==> src/rtl/muldiv_unit.sv <==
// Iterative unsigned multiply / divide unit for the EX stage.
// It runs shift-add multiplication or restoring division, one step per clock, behind a start/busy/done handshake.
module muldiv_unit #(
    parameter int W  = 16,
    parameter int CW = $clog2(W + 1)
) (
    input  logic         clk,
    input  logic         rst,
    input  logic         start,
    input  logic [1:0]   op,
    input  logic [W-1:0] a,
    input  logic [W-1:0] b,
    input  logic         flush,
    output logic         busy,
    output logic         done,
    output logic [W-1:0] result,
    output logic         dz
);

    typedef enum logic [1:0] {IDLE, BUSY, DONE} state_t;

    localparam logic [CW-1:0] LAST = CW'(W);

    state_t        state;
    logic [CW-1:0] count;
    logic [1:0]    op_q;
    logic          dz_q;
    logic [W-1:0]  opnd;
    logic [W-1:0]  hi;
    logic [W-1:0]  lo;

    logic [W:0]    mul_sum;
    logic [W:0]    div_shift;
    logic [W:0]    div_diff;
    logic          div_ge;

    // {hi,lo} is the product/multiplier pair for MUL and the remainder/dividend-quotient pair for DIV.
    always_comb begin
        mul_sum   = {1'b0, hi} + (lo[0] ? {1'b0, opnd} : {(W+1){1'b0}});
        div_shift = {hi, lo[W-1]};
        div_diff  = div_shift - {1'b0, opnd};
        div_ge    = (div_shift >= {1'b0, opnd});
    end

    always_ff @(posedge clk) begin
        if (rst) begin
            state  <= IDLE;
            busy   <= 1'b0;
            done   <= 1'b0;
            result <= '0;
            dz     <= 1'b0;
            count  <= '0;
            op_q   <= 2'b00;
            dz_q   <= 1'b0;
            opnd   <= '0;
            hi     <= '0;
            lo     <= '0;
        end else if (flush) begin
            state <= IDLE;
            busy  <= 1'b0;
            done  <= 1'b0;
        end else begin
            case (state)
                IDLE, DONE: begin
                    done <= 1'b0;
                    if (start) begin
                        state <= BUSY;
                        busy  <= 1'b1;
                        count <= '0;
                        op_q  <= op;
                        dz_q  <= op[1] && (b == '0);
                        opnd  <= b;
                        hi    <= '0;
                        lo    <= a;
                    end else begin
                        state <= IDLE;
                    end
                end
                BUSY: begin
                    count <= count + CW'(1);
                    // W steps run at counts 0..W-1; the extra cycle at count W publishes the result.
                    if (count == LAST) begin
                        state  <= DONE;
                        busy   <= 1'b0;
                        done   <= 1'b1;
                        result <= op_q[0] ? hi : lo;
                        dz     <= dz_q;
                    end else if (op_q[1]) begin
                        hi <= div_ge ? div_diff[W-1:0] : div_shift[W-1:0];
                        lo <= {lo[W-2:0], div_ge};
                    end else begin
                        hi <= mul_sum[W:1];
                        lo <= {mul_sum[0], lo[W-1:1]};
                    end
                end
                default: begin
                    state <= IDLE;
                    busy  <= 1'b0;
                    done  <= 1'b0;
                end
            endcase
        end
    end

endmodule

==> config.mk <==
export PLATFORM = sky130hd
export DESIGN_NAME = muldiv_unit
export DESIGN_NICKNAME = d
export VERILOG_FILES = /design/src/rtl/muldiv_unit.sv
export SDC_FILE = /design/constraint.sdc
export NUM_CORES = 1
export LEC_CHECK = 0
export ABC_AREA = 0
export ABC_CLOCK_PERIOD_IN_PS = 2500
export CAP_MARGIN = 20
export CORE_MARGIN = 1.5
export CORE_UTILIZATION = 52
export CTS_CLUSTER_SIZE = 40
export DETAILED_ROUTE_END_ITERATION = 6
export MAX_ROUTING_LAYER = met4
export PLACE_DENSITY = 0.75
export SYNTH_ARGS = -nofsm -noshare
export SYNTH_HDL_FRONTEND = slang
export SYNTH_SLANG_ARGS = --single-unit
==> constraint.sdc <==
create_clock -name clk -period 2.5 [get_ports clk]
set_clock_uncertainty 0.05 [all_clocks]
set_input_delay 0.375 -clock clk [delete_from_list [all_inputs] [get_ports clk]]
set_output_delay 0.375 -clock clk [all_outputs]
set_load 0.02 [all_outputs]
==> results of run 1 <==
==> layer usage <==
metal	GRT usage [%]	wire length, um
met4	13.6	516
met2	48.0	7600
met1	34.8	6460
met5	-	0
met3	4.72	786
==> worst max-delay path, cell delays in order, from the launching register on <==
cell	delay [ns]
dfxtp_4	0.37
inv_6	0.10
nor2_1	0.06
ha_1	0.38
nand3_2	0.14
o2111ai_2	0.20
o311a_1	0.23
a41o_1	0.21
nor2_1	0.07
o311a_1	0.35
o31ai_2	0.21
==> final cells by class <==
class,instances,share of cell area [%]
clock buffer,10,2.00
clock inverter,5,0.874
inverter,28,1.60
multi-input combinational,521,53.8
sequential,77,22.6
tap,133,2.42
timing repair buffer,130,16.7
==> through the flow <==
| stage | setup TNS [ns] | hold slack, ns | setup WS (ns) |
|---|---|---|---|
| finish | 0 | 0.225 | 0.0418 |
| CTS | -0.00154 | 0.214 | -0.00154 |
| detailed placement | -0.348 | 0.398 | -0.140 |
| global route | -0.225 | 0.230 | -0.0943 |
| floorplan | 0 | 0.386 | 0.00516 |
| global placement | 0 | 0.395 | 0.00186 |
==> report_power, final <==
group	switching [mW]	total, mW	internal [mW]
Clock	0.480	0.967	0.487
Combinational	0.407	0.791	0.384
Sequential	0.0350	1.30	1.26
Total	0.922	3.05	2.13
==> kinds of logic after synthesis <==
logic type	Yosys count	share of synthesized area, %
adders and majority gates	36	8.84
muxes	43	8.27
AOI/OAI and AO/OA	187	24.5
DFF	77	29.3
and+or+nand+nor	232	20.2
buffers and inverters	63	5.09
xor gates and xnor gates	23	3.83
==> what timing repair did <==
item / 4_1_cts / 5_1_grt
pin swaps: 0 / 14
resized for setup: 8 / 46
hold buffers: 0 / 0
setup buffers: 0 / 4
endpoints found under the hold margin: 0 / 0
setup endpoints to repair: 8 / 13
==> state kept, by name, summed over array words and instances (netlist names) <==
name and count:
dz_q 1, done 1, busy 1, count 5, op_q 2, lo 16, result 16, state 2
dz 1, hi 16, opnd 16
==> path summary, 6_finish.rpt <==
kind                            cells past startpoint                 start              endpoint  slack [ns]
worst max-delay path                               10    lo[0]$_SDFFE_PP0P_   hi[12]$_SDFFE_PP0P_        0.04
worst min-delay path                                2                   rst    hi[0]$_SDFFE_PP0P_        0.22
worst max register to register                     10    lo[0]$_SDFFE_PP0P_   hi[12]$_SDFFE_PP0P_        0.04
worst min register to register                      2  opnd[6]$_SDFFE_PP0P_  opnd[6]$_SDFFE_PP0P_        0.41
==> cell usage in the layout (no fill, tap or decap), drive strengths merged, types with 14 or more instances in the layout <==
master / synthesis / layout
buf: 7 / 75
nor3: 18 / 18
a21oi: 64 / 64
a211oi: 37 / 37
clkdlybuf4s50: 0 / 55
dfxtp: 77 / 77
nand2: 69 / 69
o21ai: 27 / 27
mux2i: 42 / 42
inv: 28 / 29
nor2: 90 / 90
ha: 34 / 34
xnor2: 14 / 14
==> summary.md, run 1 <==
| Metric | Value |
|---|---|
| First-pass GRT wire length | 24,900 um |
| Dpl cells | between 800 and 900 |
| Sequential fraction of the synthesis area | about 29% |
| Die height | 104 um |
| Clock H-tree levels | 3 |
| CP required | around 2.7 ns |
| Die width | approximately 100 um |
| Area grow syn2layout | 30.4% |
| Synth Register Bits | 77 |
| Cells after Synth | between 600 and 700 |
| Yosys top cell by area | dfxtp_1 |
| Multi-input logic area | 3690 um^2 |
| Yosys cell types | 72 |
| CTS Buf Count | 9 |
| Nets | between 800 and 900 |
| Post-route clock period utilization | just under 100% |
| Final hold violation count | 0 |
| Fin. max-slew vios | 0 |
| Initial Util | 53.6% |
| Fill cells | ~820 |
| Layout cell share with drive strength beyond 1 | between 20% and 30% |
| Synth async-reset ratio | 0% |
| Fin util | 69.9% |
| CP Launch Type | flip-flop |
| Antenna Cells | 0 |
| Outcome | completed |
| Max Cap Violations | 0 |
| CTS tree | done |
| Drt pass-1 iters | 5 |
| PD cells | approximately 440 nW/um^2 |
| Number of global-route vias before repair | approximately 5.4k |
| Syn_nets | around 740 |
| Yosys warns | 0 |
| Final setup vio count | 0 |
| Slew headroom | around 54% |
| Routed via count | 5,353 |
| Root Driver | clkbuf_8 |
| Largest net degree at the start of global routing | just over 60 |
| Number of buffers added on ports | 56 |
| Worst Tran Pin Value | about 0.7 ns |
| Tmin final | around 2.5 ns |
| Kind of critical path | reg -> reg |
| Most numerous cell in the Yosys netlist | nor2_1 |
| Rows | 36 |
| CP Capture Type | flip-flop |
| Die area | ~11,000 um^2 |
| Gp weighted congestion | between 1 and 1.5 |
| Drt initial violations | 328 |
| Grt ovf | 0 |
| Hold Path Class | in -> reg |
| Post-synth top area share | between 20 and 30% |
| Static Leak | between 2 and 3 nW |
| Dpl hpwl | between 10,000 and 15,000 um |
| Pwr Total | 3.05 mW |
| Remaining DRCs | 0 |
| Syn avg cell area | 7.97 um^2 |
| Total clock sinks | 77 |
| Synth area leaders | dfxtp_1 29%, ha_1 8.1%, mux2i_1 8.0%, nor2_1 6.3%, a21oi_1 5.9% |
| VDD IR max | 0.257 mV |
| Clock Latency Late Sink | 0.35 ns |
| Area of the core | between 9000 and 10,000 um^2 |
| Io pins | between 50 and 60 |
| Post-synth EDFFs | 0 |
| Max FO, Critical Path | 10 |
| Mapped Area | roughly 5300 um^2 |
| Vias per cell | 5.92 |
| Worst-path clk slew | roughly 0.09 ns |
| Max Root-Sink Buffers | 2 |
| Sequential Area | 1550 um^2 |
| Post-Route WL | approximately 15,000 um |
| F_max | approximately 400 MHz |
| Overall Global Routing Usage | ~29% |
| Final ANT Viol Nets | 0 |
| RSZ-0062 raised after global routing | true |
| Primary FF master, synth | dfxtp_1 |
| Top cells by count, synth | 89 x nor2_1, 77 x dfxtp_1, 68 x nand2_1, 62 x a21oi_1, 42 x mux2i_1 |
| Area after DPL | between 6000 and 7000 um^2 |
| Drt wl/cell | around 17 um |
| Number of antenna violations at the first check in global routing | 0 |
| WP data arrival | about 2.7 ns |
| Fin area | between 6000 and 7000 um^2 |
| Final non-filler cell total | 904 |
Power figures use the tool's default switching activity.
==> run 2, diff against run 1 <==
--- a/config.mk
+++ b/config.mk
@@ -8,7 +8,7 @@
 export ABC_AREA = 0
 export ABC_CLOCK_PERIOD_IN_PS = 2500
 export CAP_MARGIN = 20
-export CORE_MARGIN = 1.5
+export CORE_MARGIN = 2
 export CORE_UTILIZATION = 52
 export CTS_CLUSTER_SIZE = 40
 export DETAILED_ROUTE_END_ITERATION = 6
==> run 2 against run 1 <==
The run now ends with setup timing left. Register-to-register slack lost 0.05 ns. Clock-buffer cell count is the same. Critical path depth grew 2. Die area grew 1.9%. Maximum frequency shrank 1.9%. Routed wire length grew 2.7%. Non-clock buffer count grew 7. Critical endpoint unchanged. Worst setup slack lost 0.047 ns.
==> summary.md, run 2 (same netlist as run 1, synthesis figures left out) <==
| Metric | Value |
|---|---|
| Fin area | 7020 um^2 (was 6870 um^2) |
| Int Pwr | 2.04 mW (was 2.13 mW) |
| Fill cells | 805 (was 818) |
| Max Cap Violations | 0 (unchanged) |
| Dpl hpwl | 11,300 um (was 11,400 um) |
| Die height | 105 um (was 104 um) |
| Most frequent cells in the layout | 84 x nor2_1, 77 x buf_4, 70 x dfxtp_1 (was 88 x nor2_1, 72 x dfxtp_1, 71 x buf_4) |
| Clock Latency Late Sink | 0.36 ns (was 0.35 ns) |
| Number of buffers added on ports | 56 (unchanged) |
| Largest net degree at the start of global routing | 44 (was 61) |
| Hold Path Class | in -> reg (unchanged) |
| Clk pwr share | 29.2% (was 31.7%) |
| WP data arrival | 2.71 ns (was 2.68 ns) |
| Drt initial violations | 290 (was 328) |
| First-pass GRT wire length | 24,700 um (was 24,900 um) |
| Final hold violation count | 0 (unchanged) |
| Overall Global Routing Usage | 28.2% (was 29.1%) |
| Layout cell share with drive strength beyond 1 | 23.4% (was 20.1%) |
| Max FO, Critical Path | 2 (was 10) |
| Setup slack after layout | -0.00551 ns (was 0.0418 ns) |
| Hold buffer count at cts | 0 (unchanged) |
| Switch Pwr | 0.954 mW (was 0.922 mW) |
| Remaining DRCs | 0 (unchanged) |
| Max Root-Sink Buffers | 2 (unchanged) |
| Grt ovf | 0 (unchanged) |
| Gate power share | 27.5% (was 25.9%) |
| F_max | 399 MHz (was 407 MHz) |
| Antenna Cells | 0 (unchanged) |
| Drt pass-1 iters | 7 (was 5) |
| Final ANT Viol Nets | 0 (unchanged) |
| Slew headroom | 61.0% (was 54.5%) |
| Total clock sinks | 77 (unchanged) |
| CP required | 2.70 ns (was 2.72 ns) |
| Routed via count | 5,399 (was 5,353) |
| Final setup vio count | 1 (was 0) |
| Post-route clock period utilization | 100% (was 98.3%) |
| Number of antenna violations at the first check in global routing | 0 (unchanged) |
| CTS tree | done (unchanged) |
| Commonest non-fill, non-tap cell in the layout | nor2_1 (unchanged) |
| CP Launch Type | flip-flop (unchanged) |
| Number of global-route vias before repair | 5,177 (was 5,356) |
| PD cells | 426 nW/um^2 (was 445 nW/um^2) |
| CTS Buf Count | 9 (unchanged) |
| R2r startpoint | lo[15]$_SDFFE_PP0P_ (was lo[0]$_SDFFE_PP0P_) |
| Nets | 848 (was 841) |
| Rows | 36 (unchanged) |
| Sw Ratio | 31.9% (was 30.2%) |
| VDD IR max | 0.344 mV (was 0.257 mV) |
| Outcome | finished with violations (was completed) |
| Worst Min Path Start | rst (unchanged) |
| Tmin final | 2.51 ns (was 2.46 ns) |
| Gp weighted congestion | 0.904 (was 1.00) |
| Die area | 10,900 um^2 (was 10,700 um^2) |
| Vias per cell | 5.92 (about the same) |
| Fin. max-slew vios | 0 (unchanged) |
| Area grow syn2layout | 33.3% (was 30.4%) |
| RSZ-0062 raised after global routing | true (unchanged) |
| Worst Tran Pin Value | 0.582 ns (was 0.682 ns) |
| Initial Util | 53.6% (unchanged) |
| Die width | 105 um (was 104 um) |
| Area after DPL | 6390 um^2 (was 6400 um^2) |
| Post-Route WL | 15,800 um (was 15,400 um) |
| Failing checks | setup timing |
| Area of the core | 9820 um^2 (unchanged) |
| Io pins | 57 (unchanged) |
| Pre-CTS WS | -0.141 ns (was -0.140 ns) |
| Drt wl/cell | 17.3 um (was 17.0 um) |
| Clock H-tree levels | 3 (unchanged) |
| CP Capture Type | flip-flop (unchanged) |
| Kind of critical path | reg -> reg (unchanged) |
| Worst Setup SP | lo[15]$_SDFFE_PP0P_ (was lo[0]$_SDFFE_PP0P_) |
| Part of the power in registers | 43.3% (was 42.4%) |
| Root Driver | clkbuf_8 (unchanged) |
| Static Leak | 2.72 nW (was 2.69 nW) |
| Worst-path clk slew | 0.09 ns (about the same) |
-- run 2: repair_timing --
item,4_1_cts,5_1_grt
buffers inserted,1,9
setup endpoints to repair,8,17
resized for setup,12,67
gates cloned,0,0
pin swaps,2,23
-- run 2: worst paths after layout --
kind,depth (start not counted),endpoint,slack [ns]
setup / recovery,12,hi[12]$_SDFFE_PP0P_,-0.006
setup reg to reg,12,hi[12]$_SDFFE_PP0P_,-0.006
hold reg to reg,2,opnd[3]$_SDFFE_PP0P_,0.41
hold / removal,2,dz_q$_SDFFE_PP0P_,0.36
-- run 2: critical path, cell delays in order, from the launching register on --
cell      delay [ns]
dfxtp_1         0.32
inv_1           0.05
ha_2            0.18
inv_1           0.06
fa_2            0.37
a211oi_4        0.31
o211ai_1        0.16
nand2_1         0.12
o21ai_1         0.11
mux2i_1         0.13
nor4_1          0.28
buf_4           0.19
o31ai_2         0.06
-- run 2: power groups by stage --
stage / combinational [mW] / sequential (mW) / clock [mW]
finish: 0.823 / 1.30 / 0.872
global route: 0.877 / 1.30 / 0.923
CTS: 0.739 / 1.29 / 0.877
detailed placement: 0.726 / 1.32 / 0
global placement: 0.716 / 1.32 / 0
floorplan: 0.451 / 1.31 / 0
-- run 2: per-stage QoR --
step	cells	utilization, %	total power, mW	TNS (ns)	hold slack (ns)
floorplan	661	-	1.76	0	0.386
global placement	886	65.1	2.03	-0.0200	0.394
detailed placement	886	65.1	2.05	-0.569	0.398
CTS	903	67.5	2.91	0	0.367
global route	912	71.5	3.10	-0.410	0.398
finish	912	71.5	2.99	-0.00551	0.362
-- run 2: final cells by class --
class / count / area (um^2) / area share (%)
inverters: 28 / 113 / 1.60
repair buffers: 137 / 1200 / 17.2
multi-input cells: 521 / 3810 / 54.3
well taps: 133 / 166 / 2.37
clock inverters: 6 / 46.3 / 0.659
clock buffers: 10 / 128 / 1.82
flip-flops and latches: 77 / 1550 / 22.1
-- run 2: metal layers --
metal / part of all wire, % / vias up / global-route usage (%)
met2: 51 / 189 / 47.6
met5: 0 / - / -
met3: 4.6 / 51 / 3.68
met4: 2.8 / 0 / 9.43
li1: - / 2603 / -
met1: 42 / 2556 / 34.9
==> run 3, diff against run 2 <==
--- a/config.mk
+++ b/config.mk
@@ -14,6 +14,7 @@
 export DETAILED_ROUTE_END_ITERATION = 6
 export MAX_ROUTING_LAYER = met4
 export PLACE_DENSITY = 0.75
+export SKIP_CTS_REPAIR_TIMING = 1
 export SYNTH_ARGS = -nofsm -noshare
 export SYNTH_HDL_FRONTEND = slang
 export SYNTH_SLANG_ARGS = --single-unit
==> run 3 against run 2 <==
The run still ends with setup timing left. Non-clock buffer count shrank 4. Sequential power hardly changed. Register-to-register slack worse by 0.09 ns. Cell count is 0.33% lower. Total power down 0.60%. Worst setup slack worse by 0.094 ns. Global-route usage is 0.26 points lower. Core utilization is the same. Sequential share of layout area fell by 0.053 points. Clock power shrank 1%. Worst hold slack better by 0.0048 ns. Largest cell class unchanged. Largest power group unchanged.
==> summary.md, run 3 (same netlist as run 1, synthesis figures left out) <==
| Metric | Value |
|---|---|
| CP Launch Type | flip-flop (unchanged) |
| Overall Global Routing Usage | 27.9% (was 28.2%) |
| PD cells | 424 nW/um^2 (was 426 nW/um^2) |
| Kind of critical path | reg -> reg (unchanged) |
| Part of the power in registers | 43.6% (was 43.3%) |
| Fill cells | 798 (was 805) |
| Commonest non-fill, non-tap cell in the layout | nor2_1 (unchanged) |
| Total clock sinks | 77 (unchanged) |
| Setup slack after layout | -0.0999 ns (was -0.00551 ns) |
| Failing checks | setup timing (unchanged) |
| Layout cell share with drive strength beyond 1 | 22.3% (was 23.4%) |
| Tmin final | 2.60 ns (was 2.51 ns) |
| Hold path depth | 2 (unchanged) |
| Largest net degree at the start of global routing | 44 (unchanged) |
| RSZ-0062 raised after global routing | true (unchanged) |
| Antenna Cells | 0 (unchanged) |
| Endpoint, Worst Hold | dz_q$_SDFFE_PP0P_ (unchanged) |
| Switch Pwr | 0.937 mW (was 0.954 mW) |
| Number of antenna violations at the first check in global routing | 0 (unchanged) |
| Worst-path clk slew | 0.08 ns (was 0.09 ns) |
| CP Capture Type | flip-flop (unchanged) |
| VDD IR max | 0.339 mV (was 0.344 mV) |
| Drt wl/cell | 17.2 um (was 17.3 um) |
| Int Pwr | 2.04 mW (about the same) |
| Worst flop-to-flop path endpoint | hi[14]$_SDFFE_PP0P_ (was hi[12]$_SDFFE_PP0P_) |
| Post-route clock period utilization | 104% (was 100%) |
| Static Leak | 2.70 nW (was 2.72 nW) |
| First-pass GRT wire length | 24,600 um (was 24,700 um) |
| Remaining DRCs | 0 (unchanged) |
| Initial Util | 53.6% (unchanged) |
| Max FO, Critical Path | 5 (was 2) |
| Sw Ratio | 31.5% (was 31.9%) |
| Routed via count | 5,395 (was 5,399) |
| Met2 WL | 7770 um (was 8000 um) |
| Final setup vio count | 3 (was 1) |
| Clk pwr share | 28.9% (was 29.2%) |
| Pre-CTS WS | -0.141 ns (unchanged) |
| Fin. max-slew vios | 0 (unchanged) |
| Die height | 105 um (unchanged) |
| Post-Route WL | 15,600 um (was 15,800 um) |
| Drt pass-1 iters | 6 (was 7) |
| Multi-input logic area | 3840 um^2 (was 3810 um^2) |
| M1 WL | 6630 um (was 6590 um) |
| Hold Path Class | in -> reg (unchanged) |
| CTS Buf Count | 9 (unchanged) |
| Final ANT Viol Nets | 0 (unchanged) |
| Number of global-route vias before repair | 5,157 (was 5,177) |
| Gate power share | 27.5% (about the same) |
| Grt ovf | 0 (unchanged) |
| Die area | 10,900 um^2 (unchanged) |
| Area grow syn2layout | 33.3% (unchanged) |
| R2R depth | 11 (was 12) |
| Routed wl met3 | 733 um (was 732 um) |
| Clock Latency Late Sink | 0.35 ns (was 0.36 ns) |
| Clock H-tree levels | 3 (unchanged) |
| Sequential Area | 1550 um^2 (about the same) |
| Most frequent cells in the layout | 82 x nor2_1, 73 x dfxtp_1, 73 x buf_4 (was 84 x nor2_1, 77 x buf_4, 70 x dfxtp_1) |
| Max Cap Violations | 0 (unchanged) |
| Pwr Total | 2.97 mW (was 2.99 mW) |
| Hold WS | 0.367 ns (was 0.362 ns) |
| F_max | 385 MHz (was 399 MHz) |
| WP data arrival | 2.82 ns (was 2.71 ns) |
| Slew headroom | 57.6% (was 61.0%) |
| Rows | 36 (unchanged) |
| R2r startpoint | lo[0]$_SDFFE_PP0P_ (was lo[15]$_SDFFE_PP0P_) |
| CTS tree | done (unchanged) |
| Io pins | 57 (unchanged) |
| Drt initial violations | 380 (was 290) |
| Outcome | finished with violations (unchanged) |
| Root Driver | clkbuf_8 (unchanged) |
| CP required | 2.72 ns (was 2.70 ns) |
| Nets | 845 (was 848) |
| Vias per cell | 5.94 (was 5.92) |
| Worst R2R Setup Slack | -0.1 ns (was -0.006 ns) |
| Worst Tran Pin Value | 0.632 ns (was 0.582 ns) |
| Final hold violation count | 0 (unchanged) |
| Number of buffers added on ports | 56 (unchanged) |
| Area of the core | 9820 um^2 (unchanged) |
| Max Root-Sink Buffers | 2 (unchanged) |
| Die width | 105 um (unchanged) |
| Worst Min Path Start | rst (unchanged) |
| Gp weighted congestion | 0.904 (unchanged) |
| Top Metal Used | met4 (unchanged) |
| Dpl hpwl | 11,300 um (unchanged) |
-- run 3: layout make-up --
type	instances	area share [%]
inverters	28	1.55
repair buffers	133	16.7
clock buffers	10	1.82
repair inverters	1	0.107
well taps	133	2.37
clock inverters	6	0.659
multi-input cells	521	54.7
flip-flops and latches	77	22.1
-- run 3: worst max-delay path by stage --
stage	to	cells after the start	startpoint	slack, ns
after floorplan	hi[15]$_SDFFE_PP0P_	11	lo[0]$_SDFFE_PP0P_	0.005
after global placement	hi[15]$_SDFFE_PP0P_	11	lo[0]$_SDFFE_PP0P_	-0.01
after detailed placement	hi[13]$_SDFFE_PP0P_	11	lo[0]$_SDFFE_PP0P_	-0.14
after CTS	hi[13]$_SDFFE_PP0P_	11	lo[0]$_SDFFE_PP0P_	-0.22
after global routing	hi[14]$_SDFFE_PP0P_	11	lo[0]$_SDFFE_PP0P_	-0.24
final	hi[14]$_SDFFE_PP0P_	11	lo[0]$_SDFFE_PP0P_	-0.1
-- run 3: per-layer routing --
layer	vias up	track usage, %
li1	2602	-
met1	2546	35.0
met2	203	47.1
met3	44	3.37
met4	0	9.14
met5	-	-
-- run 3: power by group through the flow --
| stage | clock, mW | combinational [mW] | sequential (mW) |
|---|---|---|---|
| final | 0.860 | 0.818 | 1.30 |
| after global routing | 0.924 | 0.875 | 1.30 |
| after CTS | 0.877 | 0.731 | 1.29 |
| after detailed placement | 0 | 0.726 | 1.32 |
| after global placement | 0 | 0.716 | 1.32 |
| after floorplan | 0 | 0.451 | 1.31 |
-- run 3: worst max-delay path, stage by stage, from the launching register on --
cell	delay [ns]
dfxtp_4	0.41
clkinvlp_4	0.17
nor2_1	0.21
ha_1	0.26
nand3_1	0.14
o2111ai_2	0.11
o311a_1	0.23
buf_4	0.14
a41oi_2	0.16
a311oi_2	0.34
a31oi_1	0.14
a21oi_1	0.16
-- run 3: per-stage QoR --
step	util [%]	instances	TNS [ns]	area, um^2
CTS	66.9	902	-1.03	6570
floorplan	-	661	0	5270
global route	71.5	909	-0.818	7020
global placement	65.1	886	-0.0200	6390
detailed placement	65.1	886	-0.569	6390
finish	71.5	909	-0.176	7020
